==> src/rtl/spi_slave_port_if.sv <==
// spi_slave_port_if
//   Groups the serial lines and the word-level handshakes of the SPI
//   peripheral endpoint.
//   master modport: the side that drives chip select, shift qualifier and mosi,
//                   supplies transmit words and consumes received words.
//   slave modport : the spi_slave_port endpoint itself.
//   Signals: cs, shift_en, mosi, miso          serial side
//            tx_data, tx_load, tx_ready        transmit buffer handshake
//            rx_data, rx_valid, rx_ack         receive word handshake
//            overrun, busy                     status
interface spi_slave_port_if #(
  parameter int DATA_W = 8
);
  logic              cs;
  logic              shift_en;
  logic              mosi;
  logic              miso;
  logic [DATA_W-1:0] tx_data;
  logic              tx_load;
  logic              tx_ready;
  logic [DATA_W-1:0] rx_data;
  logic              rx_valid;
  logic              rx_ack;
  logic              overrun;
  logic              busy;

  modport master (
    output cs, shift_en, mosi, tx_data, tx_load, rx_ack,
    input  miso, tx_ready, rx_data, rx_valid, overrun, busy
  );

  modport slave (
    input  cs, shift_en, mosi, tx_data, tx_load, rx_ack,
    output miso, tx_ready, rx_data, rx_valid, overrun, busy
  );
endinterface

==> src/rtl/spi_slave_port.sv <==
// spi_slave_port
//   Peripheral-side SPI endpoint clocked by the master's sclk. While selected
//   (cs low) each qualified edge (shift_en high) samples mosi LSB-first and
//   drives the next transmit bit on miso. Completed words are presented on a
//   valid/ack port; the next transmit word comes from a single-entry buffer
//   loaded through a ready/load handshake.
//   Ports: sclk  - clock, rising edge
//          reset - asynchronous, active-low
//          bus   - spi_slave_port_if.slave (serial lines, tx/rx handshakes,
//                  overrun pulse, busy)
module spi_slave_port #(
  parameter int                DATA_W = 8,
  parameter logic [DATA_W-1:0] FILL   = {DATA_W{1'b0}}
) (
  input  logic             sclk,
  input  logic             reset,
  spi_slave_port_if.slave  bus
);

  localparam int CNT_W = (DATA_W > 2) ? $clog2(DATA_W) : 1;
  localparam logic [CNT_W-1:0] LAST_BIT = CNT_W'(DATA_W - 1);

  typedef enum logic [1:0] {
    ST_IDLE  = 2'd0,
    ST_SHIFT = 2'd1,
    ST_DONE  = 2'd2
  } state_t;

  state_t            state_r;
  logic [DATA_W-1:0] shift_reg_r;
  logic [CNT_W-1:0]  bit_cnt_r;
  logic [DATA_W-1:0] tx_buf_r;
  logic              miso_r;
  logic              tx_ready_r;
  logic [DATA_W-1:0] rx_data_r;
  logic              rx_valid_r;
  logic              overrun_r;
  logic              busy_r;

  logic              frame_start_s;
  logic [DATA_W-1:0] reload_word_s;

  // Frame start: selected while idle, or back-to-back from the one-cycle DONE.
  always_comb begin
    frame_start_s = 1'b0;
    if (!bus.cs && ((state_r == ST_IDLE) || (state_r == ST_DONE))) begin
      frame_start_s = 1'b1;
    end else begin
      frame_start_s = 1'b0;
    end
  end

  // Word loaded into the shifter at frame start: buffered word, else FILL.
  always_comb begin
    reload_word_s = FILL;
    if (tx_ready_r) begin
      reload_word_s = FILL;
    end else begin
      reload_word_s = tx_buf_r;
    end
  end

  // Frame FSM, shifter, tx buffer and rx handshake with registered outputs.
  always_ff @(posedge sclk or negedge reset) begin
    if (!reset) begin
      state_r     <= ST_IDLE;
      shift_reg_r <= {DATA_W{1'b0}};
      bit_cnt_r   <= {CNT_W{1'b0}};
      tx_buf_r    <= {DATA_W{1'b0}};
      miso_r      <= 1'b0;
      tx_ready_r  <= 1'b1;
      rx_data_r   <= {DATA_W{1'b0}};
      rx_valid_r  <= 1'b0;
      overrun_r   <= 1'b0;
      busy_r      <= 1'b0;
    end else begin
      overrun_r <= 1'b0;

      // A frame start consumes a full buffer and blocks a same-edge load;
      // with the buffer empty the frame gets FILL and the load is captured.
      if (frame_start_s) begin
        shift_reg_r <= reload_word_s;
        bit_cnt_r   <= {CNT_W{1'b0}};
        if (!tx_ready_r) begin
          tx_ready_r <= 1'b1;
        end else if (bus.tx_load) begin
          tx_buf_r   <= bus.tx_data;
          tx_ready_r <= 1'b0;
        end
      end else if (bus.tx_load && tx_ready_r) begin
        tx_buf_r   <= bus.tx_data;
        tx_ready_r <= 1'b0;
      end

      // The newly completed word always wins over a pending ack.
      if (state_r == ST_DONE) begin
        rx_data_r  <= shift_reg_r;
        rx_valid_r <= 1'b1;
        overrun_r  <= rx_valid_r & ~bus.rx_ack;
      end else if (rx_valid_r && bus.rx_ack) begin
        rx_valid_r <= 1'b0;
      end

      case (state_r)
        ST_IDLE: begin
          if (!bus.cs) begin
            state_r <= ST_SHIFT;
            busy_r  <= 1'b1;
          end
        end
        ST_SHIFT: begin
          if (bus.cs) begin
            state_r <= ST_IDLE;
            busy_r  <= 1'b0;
          end else if (bus.shift_en) begin
            miso_r      <= shift_reg_r[0];
            shift_reg_r <= {bus.mosi, shift_reg_r[DATA_W-1:1]};
            bit_cnt_r   <= bit_cnt_r + CNT_W'(1);
            if (bit_cnt_r == LAST_BIT) begin
              state_r <= ST_DONE;
            end
          end
        end
        ST_DONE: begin
          if (!bus.cs) begin
            state_r <= ST_SHIFT;
            busy_r  <= 1'b1;
          end else begin
            state_r <= ST_IDLE;
            busy_r  <= 1'b0;
          end
        end
        default: begin
          state_r <= ST_IDLE;
          busy_r  <= 1'b0;
        end
      endcase
    end
  end

  assign bus.miso     = miso_r;
  assign bus.tx_ready = tx_ready_r;
  assign bus.rx_data  = rx_data_r;
  assign bus.rx_valid = rx_valid_r;
  assign bus.overrun  = overrun_r;
  assign bus.busy     = busy_r;

endmodule

==> src/flat_wrapper.sv <==
// flat-port wrapper written by rule: the top's interface ports become plain ports
module spi_slave_port_flat 
#(
  parameter int                DATA_W = 8,
  parameter logic [DATA_W-1:0] FILL   = {DATA_W{1'b0}}
)
  (sclk, reset, bus_cs, bus_shift_en, bus_mosi, bus_tx_data, bus_tx_load, bus_rx_ack, bus_miso, bus_tx_ready, bus_rx_data, bus_rx_valid, bus_overrun, bus_busy);
  spi_slave_port_if #(.DATA_W(DATA_W)) bus_i ();
  input  logic sclk;
  input  logic reset;
  input wire logic [$bits(bus_i.cs)-1:0] bus_cs;
  input wire logic [$bits(bus_i.shift_en)-1:0] bus_shift_en;
  input wire logic [$bits(bus_i.mosi)-1:0] bus_mosi;
  input wire logic [$bits(bus_i.tx_data)-1:0] bus_tx_data;
  input wire logic [$bits(bus_i.tx_load)-1:0] bus_tx_load;
  input wire logic [$bits(bus_i.rx_ack)-1:0] bus_rx_ack;
  output wire logic [$bits(bus_i.miso)-1:0] bus_miso;
  output wire logic [$bits(bus_i.tx_ready)-1:0] bus_tx_ready;
  output wire logic [$bits(bus_i.rx_data)-1:0] bus_rx_data;
  output wire logic [$bits(bus_i.rx_valid)-1:0] bus_rx_valid;
  output wire logic [$bits(bus_i.overrun)-1:0] bus_overrun;
  output wire logic [$bits(bus_i.busy)-1:0] bus_busy;
  assign bus_i.cs = bus_cs;
  assign bus_i.shift_en = bus_shift_en;
  assign bus_i.mosi = bus_mosi;
  assign bus_i.tx_data = bus_tx_data;
  assign bus_i.tx_load = bus_tx_load;
  assign bus_i.rx_ack = bus_rx_ack;
  assign bus_miso = bus_i.miso;
  assign bus_tx_ready = bus_i.tx_ready;
  assign bus_rx_data = bus_i.rx_data;
  assign bus_rx_valid = bus_i.rx_valid;
  assign bus_overrun = bus_i.overrun;
  assign bus_busy = bus_i.busy;
  spi_slave_port #(.DATA_W(DATA_W), .FILL(FILL)) u_core (.sclk(sclk), .reset(reset), .bus(bus_i));
endmodule
==> config.mk <==
export PLATFORM = sky130hd
export DESIGN_NAME = spi_slave_port_flat
export DESIGN_NICKNAME = d
export VERILOG_FILES = /design/src/rtl/spi_slave_port_if.sv /design/src/rtl/spi_slave_port.sv /design/src/flat_wrapper.sv
export SDC_FILE = /design/constraint.sdc
export NUM_CORES = 1
export LEC_CHECK = 0
export ABC_AREA = 0
export CORE_UTILIZATION = 55
export CTS_BUF_LIST = sky130_fd_sc_hd__clkbuf_4 sky130_fd_sc_hd__clkbuf_8
export CTS_CLUSTER_DIAMETER = 40
export CTS_CLUSTER_SIZE = 16
export DETAILED_ROUTE_END_ITERATION = 16
export PLACE_DENSITY = 0.84
export SLEW_MARGIN = 20
export SYNTH_ARGS = -nofsm -noshare
export SYNTH_HDL_FRONTEND = slang
export SYNTH_SLANG_ARGS = --single-unit
==> constraint.sdc <==
create_clock -name sclk -period 3.71 [get_ports sclk]
set_input_delay 0.371 -clock sclk [delete_from_list [all_inputs] [get_ports sclk]]
set_output_delay 0.371 -clock sclk [all_outputs]
set_load 0.005 [all_outputs]
==> reports/qor.txt, run 1 <==
async set-reset flop share out of synthesis: 1.00
count of TritonRoute iterations in the first routing pass: 4
first-pass GRT wire length: 4.17 mm
worst flop-to-flop path startpoint: u_core.state_r[0]
count of cells resized by post-cts repair: 0
clock tree from TritonCTS: done
Yosys top cell area share: 0.569
Setup CP Type: flop to output pin
setup fix buffers added after clock tree synthesis: 0
Gate Count Post-Synth: 115
initial standard-cell utilization of the core: 0.586
cell type group with the largest total delay on the critical path: flip-flops
unrepaired setup endpoints after global routing: false
area of the multi-input gates: 538 µm²
share of final-layout standard cells stronger than drive strength 1: 0.208
fin. max-slew vios: 0
Required @ worst endpoint: 3340 ps
leading cell types in the layout, fill and taps excluded: dfrtp_1 (33), clkdlybuf4s50_1 (27), mux2_2 (17)
last weighted congestion value of the routability-driven placer: 0.828
clock network latency to the later pin of the worst-skew pair: 330 ps
library cell contributing the largest single delay on the critical path: dfstp_2
final critical path time including I/O delays and setup: 1900 ps
All-Layer GR Usage: 0.217
ports placed on the boundary: 28
final setup margin: 1810 ps
hold_buf cts: 0
Critical Path Sink: bus_tx_ready
dominant cells by area after synthesis: dfrtp_1 (57%), mux2_2 (13%), nor4b_1 (5.4%), nand2_1 (3.9%), a21oi_1 (3.1%)
critical path peak fanout: 11
worst reg2reg endpoint: u_core.bus.rx_data[7]
post-route ant nets: 0
area occupied by registers: 852 µm²
Detailed Route Iter0 Violations: 13
number of antenna violations at the first check in global routing: 0
Least-Margin Pin Slew: 470 ps
Setup TNS Final: 0 ps
count of maximum capacitance violations: 0
Critical Path Source Type: flop
clock tree root driver cell: clkbuf_4
# H-tree levels: 2
Avg Cell Area, Syn: 12.6 µm²
floorplan die height: 53.4 µm
largest net degree at the start of global routing: 35
layout filler cell count: 188
cell taking the most area after synthesis: dfrtp_1
Syn. warnings: 0
setup slack of the most critical reg-to-reg path: 2110 ps
Final Non-Filler Cells: 174
Buf/Inv on CP: 1
data arrival time of the worst path: 1530 ps
count of unique library cells instantiated by Yosys: 21
worst hold path class: input pin to async pin
Horiz. Die Dim: 53.4 µm
maximum resistive drop on vdd: 0.427 mV
die area: 2850 µm²
CTS sink count: 34
Crit. path cell count: 1
sequential-to-total area share from yosys stat: 0.587
detail-routed net length per standard cell: 14.8 µm
post-DR vias/cell: 5.53
# setup viols final: 0
Longest Clk Path Bufs: 2
kind of end point of the critical path: output pin
number of nets in the synthesized netlist: 132
Post-Place Worst Slack: 1650 ps
vias: 963
total CTS buffers: 5
power per cell area: 456 nW/µm²
floorplan core area: 2480 µm²
worst clock skew: 6.80 ps
list of cells traversed by the critical path: clkdlybuf4s50_1
count of flip-flops with a built-in enable after synthesis: 0
run status: completed
post-route design area: 1790 µm²
area delta synth->final: 23.2%
number of standard-cell rows in the floorplan: 18
placed cell count: 166
Worst Reg2Reg Path Length in Cells: 2
Cell Area, Placed: 1710 µm²
ys flop type: dfrtp_1
leftover overflow at the end of global routing: 0
Largest stage delay, worst path: 670 ps
Tcrit/Tclk final: 0.512
HPWL Detailed: 1.82 mm
flop and latch count out of synthesis: 34
antenna diode count: 0
post-layout net count: 160
worst max-slew margin expressed relative to the limit: 0.686
register clock-pin slew on the reported worst setup and hold paths: 100 ps
Syn Std Cell Area: 1450 µm²
wirelength, routed: 2.58 mm
input/output buffers: 27
DRC violation count after routing: 0
Static Leak: 0.787 nW
commonest non-fill, non-tap cell in the layout: dfrtp_1
timing-limited maximum frequency: 527 MHz
worst setup path startpoint: u_core.bus.tx_ready
vias in the first global route: 937
number of hold violations in the final report: 0
[how the worst min path moves through the flow]
stage               depth (start not counted)                    end  slack (ps)             startpoint
global placement                            1    u_core.bit_cnt_r[0]         470    u_core.bit_cnt_r[0]
global route                                2  u_core.bus.rx_data[3]         470                  reset
CTS                                         2      u_core.state_r[1]         440                  reset
finish                                      2    u_core.bit_cnt_r[2]         430                  reset
detailed placement                          1  u_core.bus.rx_data[1]         490  u_core.bus.rx_data[1]
floorplan                                   0    u_core.bit_cnt_r[0]          80                  reset
[flip-flops by register name, summed over array words and instances (netlist names), 2 cells and up]
| signal | cells |
|---|---|
| u_core.tx_buf_r | 8 |
| u_core.shift_reg_r | 8 |
| u_core.state_r | 2 |
| u_core.bit_cnt_r | 3 |
| u_core.bus.rx_data | 8 |
[per-stage QoR]
| step | power, mW | utilization | hold WS (ps) |
|---|---|---|---|
| final | 0.815 | 0.722 | 435 |
| after global routing | 0.857 | 0.722 | 472 |
| after CTS | 0.823 | 0.722 | 441 |
| after detailed placement | 0.578 | 0.690 | 491 |
| after global placement | 0.570 | 0.690 | 472 |
| after floorplan | 0.526 | - | 75.4 |
[cells in the mapped netlist, types with 2 or more instances]
library cell	count
ha_1	2
nand2b_1	4
nor4b_1	9
o21ai_1	7
a21oi_1	9
buf_6	2
mux2_2	17
mux2i_1	2
dfrtp_1	33
o21ai_0	2
buf_4	4
nand2_1	15
[cells by family after synthesis]
| logic type | Yosys count | share of synthesized area |
|---|---|---|
| AOI/OAI and AO/OA | 19 | 0.0681 |
| muxes | 19 | 0.146 |
| adders and majority gates | 3 | 0.0241 |
| DFF | 34 | 0.587 |
| and+or+nand+nor | 32 | 0.133 |
| buffers and inverters | 8 | 0.0422 |
[final cells by class]
| cell class | instances | area share |
|---|---|---|
| flip-flops and latches | 34 | 0.477 |
| well taps | 30 | 0.0210 |
| clock buffers | 8 | 0.0441 |
| multi-input cells | 73 | 0.301 |
| repair buffers | 28 | 0.155 |
| inverters | 1 | 0.00210 |
[routing by layer]
layer,vias up,track usage,part of all wire
met3,5,0.0603,0.052
met5,-,0,0
li1,462,-,-
met1,464,0.258,0.42
met2,32,0.363,0.52
met4,0,0.0921,0.011
[where the power goes]
part / internal, mW / leakage [nW] / total (mW) / switching, mW
Sequential: 0.421 / 0.438 / 0.460 / 0.0385
Clock: 0.129 / 0.0446 / 0.245 / 0.115
Combinational: 0.0685 / 0.304 / 0.111 / 0.0424
Total: 0.619 / 0.787 / 0.815 / 0.196
Note: power is estimated with default switching activity, not from simulation.
==> inputs of run 2 (changes only) <==
Settings changed: CORE_UTILIZATION 55 to 53, PLACE_DENSITY 0.84 to 0.81.
Clock period 3.71 ns to 1.8 ns, I/O delays scaled along.
==> run 2 against run 1 <==
  * Final cell count rose by 1.7%
  * Routed wire length up 8.1%
  * Global-route usage barely moved
  * Hold slack worse by 200 ps
  * Critical path depth did not move
  * Die area rose by 3.6%
  * Worst setup slack worse by 1600 ps
  * Via count rose by 2.5%
  * Sequential power rose by 110%
  * Flip-flop and latch count stayed put
  * Sequential share of layout area shrank 0.20 points
  * Clock power is 90% higher
  * Critical endpoint unchanged
==> reports/qor.txt, run 2 (same netlist as run 1, synthesis figures left out) <==
Required @ worst endpoint: 1620 ps (-1720 ps)
placed cell count: 168 (+1.2%)
Clk pwr share: 0.281 (-0.019)
leading cell types in the layout, fill and taps excluded: dfrtp_1 (33), clkdlybuf4s50_1 (27), mux2_2 (17)
share of final-layout standard cells stronger than drive strength 1: 0.224 (+0.0162)
list of cells traversed by the critical path: clkdlybuf4s50_1
floorplan core area: 2520 µm² (+1.8%)
post-layout net count: 163 (+1.9%)
All-Layer GR Usage: 0.217 (+0.000458)
fin. max-slew vios: 0 (unchanged)
largest net degree at the start of global routing: 35 (unchanged)
count of TritonRoute iterations in the first routing pass: 4 (unchanged)
Static Leak: 0.796 nW (+1.2%)
kind of end point of the critical path: output pin
CTS sink count: 34 (unchanged)
Largest stage delay, worst path: 590 ps (-80 ps)
setup slack of the most critical reg-to-reg path: 260 ps (-1850 ps)
cell type group with the largest total delay on the critical path: flip-flops
worst max-slew margin expressed relative to the limit: 0.696 (+0.00946)
Tcrit/Tclk final: 0.896
area delta synth->final: 23.7%
data arrival time of the worst path: 1430 ps (-100 ps)
Longest Clk Path Bufs: 2 (unchanged)
internal power: 1.22 mW (+97%)
number of hold violations in the final report: 0 (unchanged)
Least-Margin Pin Slew: 456 ps (-14.2 ps)
floorplan die height: 54.3 µm (+1.8%)
critical path peak fanout: 4 (-7)
maximum resistive drop on vdd: 0.998 mV (+130%)
vias: 987 (+2.5%)
# setup viols final: 0 (unchanged)
HPWL Detailed: 1.93 mm (+5.6%)
reported net switching power: 438 µW (+120%)
first-pass GRT wire length: 4.25 mm (+1.8%)
clock tree from TritonCTS: done
worst reg2reg endpoint: u_core.bus.rx_data[2]
DRC violation count after routing: 0 (unchanged)
number of standard-cell rows in the floorplan: 18 (unchanged)
Detailed Route Iter0 Violations: 22 (+9)
ports placed on the boundary: 28 (unchanged)
net switching share of the total power: 0.264 (+0.0235)
final critical path time including I/O delays and setup: 1610 ps
Final Non-Filler Cells: 177 (+1.7%)
power per cell area: 923 nW/µm² (+100%)
run status: completed
worst hold path class: input pin to async pin
total CTS buffers: 5 (unchanged)
count of cells resized by post-cts repair: 0 (unchanged)
# H-tree levels: 2 (unchanged)
share of power burned in combinational logic: 0.149 (+0.013)
input/output buffers: 27 (unchanged)
die area: 2950 µm² (+3.6%)
wirelength, routed: 2.78 mm (+8.1%)
number of antenna violations at the first check in global routing: 0 (unchanged)
vias in the first global route: 900 (-3.9%)
Buf/Inv on CP: 1 (unchanged)
post-DR vias/cell: 5.58 (+0.76%)
antenna diode count: 0 (unchanged)
register clock-pin slew on the reported worst setup and hold paths: 110 ps (about the same)
clock network latency to the later pin of the worst-skew pair: 340 ps (about the same)
worst clock skew: 13.4 ps (+6.57 ps)
Setup TNS Final: 0 ps (unchanged)
Cell Area, Placed: 1720 µm² (+0.88%)
commonest non-fill, non-tap cell in the layout: dfrtp_1
detail-routed net length per standard cell: 15.7 µm (+6.2%)
last weighted congestion value of the routability-driven placer: 0.825 (-0.37%)
library cell contributing the largest single delay on the critical path: dfstp_2
leftover overflow at the end of global routing: 0 (unchanged)
Setup CP Type: flop to output pin
Critical Path Source Type: flop
clock tree root driver cell: clkbuf_4
post-route ant nets: 0 (unchanged)
timing-limited maximum frequency: 620 MHz
Post-Route Utilization: 0.712 (-0.00991)
sequential power share: 0.570 (+0.006)
post-route design area: 1800 µm² (+0.42%)
initial standard-cell utilization of the core: 0.575 (-0.0105)
count of maximum capacitance violations: 0 (unchanged)
Horiz. Die Dim: 54.3 µm (+1.8%)
unrepaired setup endpoints after global routing: false
worst flop-to-flop path startpoint: u_core.state_r[0]
Worst Reg2Reg Path Length in Cells: 2 (unchanged)
## run 2: changes by cell type in the layout (fill, tap and decap cells not counted)
cell	previous run	this run
clkinv_2	0	1
clkbuf_4	5	6
clkbuf_8	3	1
buf_4	1	4
## run 2: area by class of cell
class                      count  area, µm²
sequential                    34        852
fill                         192        727
multi-input combinational     73        538
timing repair buffer          31        300
clock buffer                   7       58.8
tap                           30       37.5
clock inverter                 1       5.00
inverter                       1       3.75
## run 2: timing repair
action | 4_1_cts | 5_1_grt
hold endpoints to repair | 0 | 0
hold buffers | 0 | 0
setup buffers | 0 | 1
endpoints found under the setup margin | 0 | 1
## run 2: power by group through the flow
stage | Clock (mW) | Sequential (mW) | Combinational (mW)
6_report | 0.466 | 0.944 | 0.247
5_1_grt | 0.506 | 0.955 | 0.278
4_1_cts | 0.473 | 0.948 | 0.242
3_5_place_dp | 0 | 0.963 | 0.241
3_3_place_gp | 0 | 0.956 | 0.227
2_1_floorplan | 0 | 0.927 | 0.157
## run 2: per-layer routing
metal	wire length (µm)	vias to the layer above	global-route usage
li1	-	466	-
met1	1260	496	0.271
met2	1370	23	0.335
met3	132	2	0.0917
met4	15	0	0.0769
met5	0	-	0
## run 2: worst max path at each step
stage | cells past startpoint | to | slack (ps) | start
after global placement | 2 | u_core.bus.rx_data[2] | 340 | u_core.state_r[0]
after CTS | 1 | bus_tx_ready | 50 | u_core.bus.tx_ready
after detailed placement | 2 | u_core.bus.rx_data[2] | 270 | u_core.state_r[0]
final | 1 | bus_tx_ready | 190 | u_core.bus.tx_ready
after floorplan | 2 | u_core.bus.miso | 600 | u_core.state_r[1]
after global routing | 1 | bus_tx_ready | 130 | u_core.bus.tx_ready
## run 2: metrics by stage
stage	total power, mW	hold WS, ps	worst slack (ps)
2_1_floorplan	1.08	-116	602
3_3_place_gp	1.18	468	339
3_5_place_dp	1.20	487	270
4_1_cts	1.66	249	48.3
5_1_grt	1.74	275	125
6_report	1.66	237	188
